[config.mk]
export PLATFORM = sky130hd
export DESIGN_NAME = kbd_matrix_gen
export DESIGN_NICKNAME = d
export VERILOG_FILES = /design/src/rtl/kbd_matrix_gen.sv
export SDC_FILE = /design/constraint.sdc
export NUM_CORES = 2
export LEC_CHECK = 0
export CAP_MARGIN = 15
export CORE_MARGIN = 5
export CORE_UTILIZATION = 35
export DETAILED_ROUTE_END_ITERATION = 8
export SLEW_MARGIN = 20
export SYNTH_ARGS = -nofsm -noshare
export SYNTH_HDL_FRONTEND = slang
export SYNTH_MEMORY_MAX_BITS = 65536
export SYNTH_SLANG_ARGS = --single-unit
export TNS_END_PERCENT = 1
[constraint.sdc]
create_clock -name clk -period 4.7 [get_ports clk]
set_clock_uncertainty 0.05 [all_clocks]
set_input_delay 0.705 -clock clk [delete_from_list [all_inputs] [get_ports clk]]
set_output_delay 0.705 -clock clk [all_outputs]
set_load 0.1 [all_outputs]
[src/rtl/kbd_matrix_gen.sv]
// PS/2 key events and timed injections drive an emulated ROWSxCOLS keyboard matrix.
// Events reach kbus three cycles after the toggle is registered; row->kbus is one cycle; inj_ready is low while busy.
module kbd_matrix_gen #(
    parameter int ROWS     = 8,
    parameter int COLS     = 8,
    parameter int INJ_HOLD = 40000
) (
    input  logic            clk,
    input  logic            reset,
    input  logic [10:0]     ps2_key,
    input  logic [ROWS-1:0] row,
    output logic [COLS-1:0] kbus,
    input  logic            map_we,
    input  logic [8:0]      map_addr,
    input  logic [7:0]      map_data,
    input  logic            inj_valid,
    input  logic [5:0]      inj_pos,
    output logic            inj_ready
);
    typedef enum logic [1:0] {S_IDLE, S_PRESS, S_GAP} inj_state_t;

    localparam logic [15:0] HOLD_LOAD = 16'(INJ_HOLD - 1);

    logic [7:0]      keymap [512];
    logic [7:0]      map_rd;
    logic            tog_q1, tog_q2, evt;
    logic            e1_vld, e1_press, e1_take, e1_hit;
    logic [8:0]      e1_code;
    logic [511:0]    key_bmp;
    logic [1:0]      cnt [ROWS][COLS];
    inj_state_t      state, state_nxt;
    logic [15:0]     hold, hold_nxt;
    logic [5:0]      inj_pos_q;
    logic            inj_on;
    logic [COLS-1:0] kbus_nxt;
    logic            unused_map_bit;

    assign unused_map_bit = map_rd[6];

    // Registered read ahead of the write gives read-before-write on a same-address collision.
    always_ff @(posedge clk) begin
        if (map_we && !reset)
            keymap[map_addr] <= map_data;
        map_rd <= keymap[ps2_key[8:0]];
    end

    assign evt = tog_q1 ^ tog_q2;

    always_ff @(posedge clk) begin
        if (reset) begin
            tog_q1   <= ps2_key[10];
            tog_q2   <= ps2_key[10];
            e1_vld   <= 1'b0;
            e1_press <= 1'b0;
            e1_code  <= '0;
        end else begin
            tog_q1 <= ps2_key[10];
            tog_q2 <= tog_q1;
            e1_vld <= evt;
            if (evt) begin
                e1_press <= ps2_key[9];
                e1_code  <= ps2_key[8:0];
            end
        end
    end

    // Only a change of the scancode's up/down state counts; typematic repeats fall out here.
    assign e1_take = e1_vld && (key_bmp[e1_code] != e1_press);
    assign e1_hit  = e1_take && map_rd[7];

    always_ff @(posedge clk) begin
        if (reset) begin
            key_bmp <= '0;
            for (int r = 0; r < ROWS; r++)
                for (int c = 0; c < COLS; c++)
                    cnt[r][c] <= 2'd0;
        end else if (e1_take) begin
            key_bmp[e1_code] <= e1_press;
            // Out-of-range row/column indices never match a loop index, so they touch no counter.
            for (int r = 0; r < ROWS; r++)
                for (int c = 0; c < COLS; c++)
                    if (e1_hit && map_rd[5:3] == 3'(r) && map_rd[2:0] == 3'(c)) begin
                        if (e1_press && cnt[r][c] != 2'd3)
                            cnt[r][c] <= cnt[r][c] + 2'd1;
                        else if (!e1_press && cnt[r][c] != 2'd0)
                            cnt[r][c] <= cnt[r][c] - 2'd1;
                    end
        end
    end

    always_ff @(posedge clk) begin
        if (reset) begin
            state     <= S_IDLE;
            hold      <= '0;
            inj_pos_q <= '0;
        end else begin
            state <= state_nxt;
            hold  <= hold_nxt;
            if (inj_valid && inj_ready)
                inj_pos_q <= inj_pos;
        end
    end

    always_comb begin
        state_nxt = state;
        hold_nxt  = hold;
        inj_ready = 1'b0;
        inj_on    = 1'b0;
        case (state)
            S_IDLE: begin
                inj_ready = 1'b1;
                if (inj_valid) begin
                    state_nxt = S_PRESS;
                    hold_nxt  = HOLD_LOAD;
                end
            end
            S_PRESS: begin
                inj_on = 1'b1;
                if (hold == 16'd0) begin
                    state_nxt = S_GAP;
                    hold_nxt  = HOLD_LOAD;
                end else begin
                    hold_nxt = hold - 16'd1;
                end
            end
            S_GAP: begin
                if (hold == 16'd0)
                    state_nxt = S_IDLE;
                else
                    hold_nxt = hold - 16'd1;
            end
            default: state_nxt = S_IDLE;
        endcase
    end

    always_comb begin
        kbus_nxt = '1;
        for (int c = 0; c < COLS; c++)
            for (int r = 0; r < ROWS; r++)
                if (!row[r] && (cnt[r][c] != 2'd0 ||
                    (inj_on && inj_pos_q[5:3] == 3'(r) && inj_pos_q[2:0] == 3'(c))))
                    kbus_nxt[c] = 1'b0;
    end

    always_ff @(posedge clk) begin
        if (reset)
            kbus <= '1;
        else
            kbus <= kbus_nxt;
    end
endmodule

==> summary.md <==
| Metric | Value |
|---|---|
| Outcome | `complete, but fails checks` |
| Failing checks | `setup timing` |
| Worst Path Required | `5.37 ns` |
| Clk slew on worst S/H paths | `0.06 ns` |
| Commonest non-fill, non-tap cell in the layout | `edfxtp_1` |
| Num CTS Buffers | `440` |
| Yosys cell types | `64` |
| Vias in the first global route | `101000` |
| Hold slack | `0.0817 ns` |
| Initial antenna violation count | `26` |
| Synth Net Count | `10200` |
| Kind of critical path | `reg2reg` |
| Hold Fails Final Rpt | `0` |
| Core box area | `494000 um2` |
| DRT Pass-1 Iters | `7` |
| Final period util | `102%` |
| CP max-delay cell | `mux4_2` |
| Site row count | `258` |
| Max-slew headroom | `20.2%` |
| RSZ-0062 raised after global routing | `true` |
| GRT Total Usage | `18.0%` |
| # port buffers | `53` |
| Layout cells sized above 1 | `25.7%` |
| Crit path from | `e1_code[1]$_SDFFE_PP0P_` |
| Initial Util | `35.2%` |
| Wire length of the first global-routing pass | `692000 um` |
| Final Util | `41.0%` |
| Fin area | `203000 um2` |
| DR DRC count | `0` |
| Min Tclk post-route | `4.80 ns` |
| Pin count of the biggest net entering global routing | `210` |
| Buf/Inv on CP | `8` |
| Global route overflow | `0` |
| Final worst setup slack | `-0.104 ns` |
| Max cap viols | `0` |
| Total Power | `81.1 mW` |
| Layout Area Growth over Synthesis | `16.7%` |
| DP Area | `187000 um2` |
| Die width | `715 um` |
| Mapped Area | `174000 um2` |
| Max Fanout on Critical Path | `10` |
| Boundary Pins | `55` |
| CTS Buffer Depth | `4` |
| DR WL/cell | `26.9 um` |
| Worst path cell trace | `buf_12 > buf_6 > mux4_2 > mux2i_1 > nor2_1 > nor3_1 > nand4_1 > o22a_4 > nor4_4 > buf_6 > buf_12 > buf_12 > mux2_4 > a22oi_2 > a31oi_4 > nor4_4 > buf_4 > buf_6 > clkbuf_16 > a21oi_1` |
| Via density | `5.64` |
| WP data arrival | `5.48 ns` |
| Worst Hold Launch | `map_data[0]` |
| Post-Route WL | `473000 um` |
| CTS tree | `done` |
| Synth Register Bits | `4276` |
| Cell family with most CP delay | `buffers and inverters` |
| Routability Congestion | `0.879` |
| Mean cell area of the mapped netlist | `17.2 um2` |
| Antenna violation net count after detailed routing | `0` |
| Worst setup SP type | `register` |
| Worst Tran Pin Value | `1.19 ns` |
| EDFF count, synth | `3712` |
| Total number of vias | `99200` |
| PwrDens | `400 nW/um2` |
| LEAKAGE | `62.5 nW` |
| Commonest non-fill, non-tap cells in the layout | `edfxtp_1, mux4_2, nor2_1, a21oi_1` |
| Die ar. | `511000 um2` |
| Placed insts | `16700` |
| Clock sinks | `4276` |
| Post-synth ARST share | `0%` |
| Pins Over Slew Limit | `0` |
| Worst-Skew Late Latency | `1.02 ns` |
| Hpwl dp | `292000 um` |
| Worst VDD drop | `0.338 mV` |
| Cells after Synth | `10100` |
| Crit end category | `register` |
| Max stage delay on crit path | `0.51 ns` |
| Sequential area share after synthesis | `70.7%` |
| CTS root buffer | `clkbuf_16` |
| Final Non-Filler Cells | `17600` |
| Die H | `715 um` |
| Setup-failing EPs final | `66` |
| Initial drt markers | `13100` |
| Worst hold path class | `in2reg` |
| Ys Warns | `0` |
| Final #Nets | `10600` |
| H-tree levels | `5` |
| Ys flop type | `edfxtp_1` |
| Worst reg2reg path startpoint | `e1_code[1]$_SDFFE_PP0P_` |
| Achievable Freq | `208 MHz` |
==> metrics by stage <==
stage | worst slack, ns | TNS [ns]
after CTS | -0.0160 | -0.160
after global placement | -0.562 | -69.07
after floorplan | 0.168 | 0
after detailed placement | -0.627 | -84.44
after global routing | -0.171 | -10.36
final | -0.104 | -4.83
==> report_power, final <==
group          switching, mW  leakage [nW]  internal [mW]
clock                   14.6          6.94           19.8
combinational           3.24          17.5           2.03
sequential             0.148          38.1           41.3
==> metal layers <==
metal | global-route usage, % | part of all wire (%)
met1 | 24.8 | 40
met2 | 29.3 | 48
met3 | 3.34 | 8.7
met4 | 5.43 | 3.3
met5 | 0 | 0.011
==> repair_timing <==
action                     in CTS  in global routing
resized for setup              67                 83
pin swaps                      16                 10
gates cloned                   10                  5
hold buffers                    0                  0
setup buffers                  25                  5
setup endpoints to repair     590                554
==> cells by family (layout without fill, tap and decap cells) <==
kind of cell	after synthesis	after routing	synth area share [%]
muxes	1437	1437	17.3
DFF	4276	4276	70.7
and+or+nand+nor	1960	1960	5.04
AOI/OAI and AO/OA	1572	1572	4.92
buffers and inverters	802	1642	1.82
adders and majority gates	9	9	0.0648
other	0	9	0
xor gates and xnor gates	40	40	0.202
==> flip-flops by register name, summed over array words and instances (netlist names) <==
signal	count
cnt	128
e1_code	9
e1_press	1
e1_vld	1
hold	16
inj_pos_q	6
kbus	8
key_bmp	512
keymap	3584
map_rd	7
state	2
tog_q1	1
tog_q2	1
==> final cells by class <==
class                           instances  area [um2]
Fill cell                           43400      291000
Sequential cell                      4276      123000
Multi-Input combinational cell       5018       48500
Clock buffer                          578       11900
Timing Repair Buffer                  816        8980
Tap cell                             6630        8300
Clock inverter                        233        2330
Inverter                               15        58.8
Antenna cell                            9        22.5
==> Yosys cell counts, types with 14 or more instances <==
cell,instances,area [um2]
edfxtp_1,3712,111000
a22oi_1,76,571
mux2_2,14,158
buf_4,14,105
nor3_1,67,335
o2111ai_1,26,228
nor2_1,727,2730
a211oi_1,32,240
mux2i_1,173,1730
nor2b_1,20,125
nand2_1,423,1590
xor2_1,20,175
or2_2,20,125
nand3_1,564,2820
a21boi_0,37,278
dfxtp_1,564,11300
mux4_2,1250,28200
and3b_1,21,184
xnor2_1,20,175
a21oi_1,714,3570
inv_1,14,52.6
nand2b_1,19,119
buf_2,31,155
nor3b_1,23,173
o22ai_1,46,288
buf_1,126,473
or3_1,14,87.6
clkbuf_1,608,2280
o21ai_0,588,2940
==> path summary, 6_finish.rpt <==
check | to | slack (ns) | depth (start not counted)
worst min-delay path | keymap[196][0]$_DFFE_PP_ | 0.08 | 1
worst max-delay path | cnt[0][44]$_SDFFCE_PP0P_ | -0.10 | 20
worst max register to register | cnt[0][44]$_SDFFCE_PP0P_ | -0.10 | 20
worst min register to register | key_bmp[372]$_SDFFE_PP0P_ | 0.42 | 2
No activity file was read; power rests on OpenSTA's default activity.
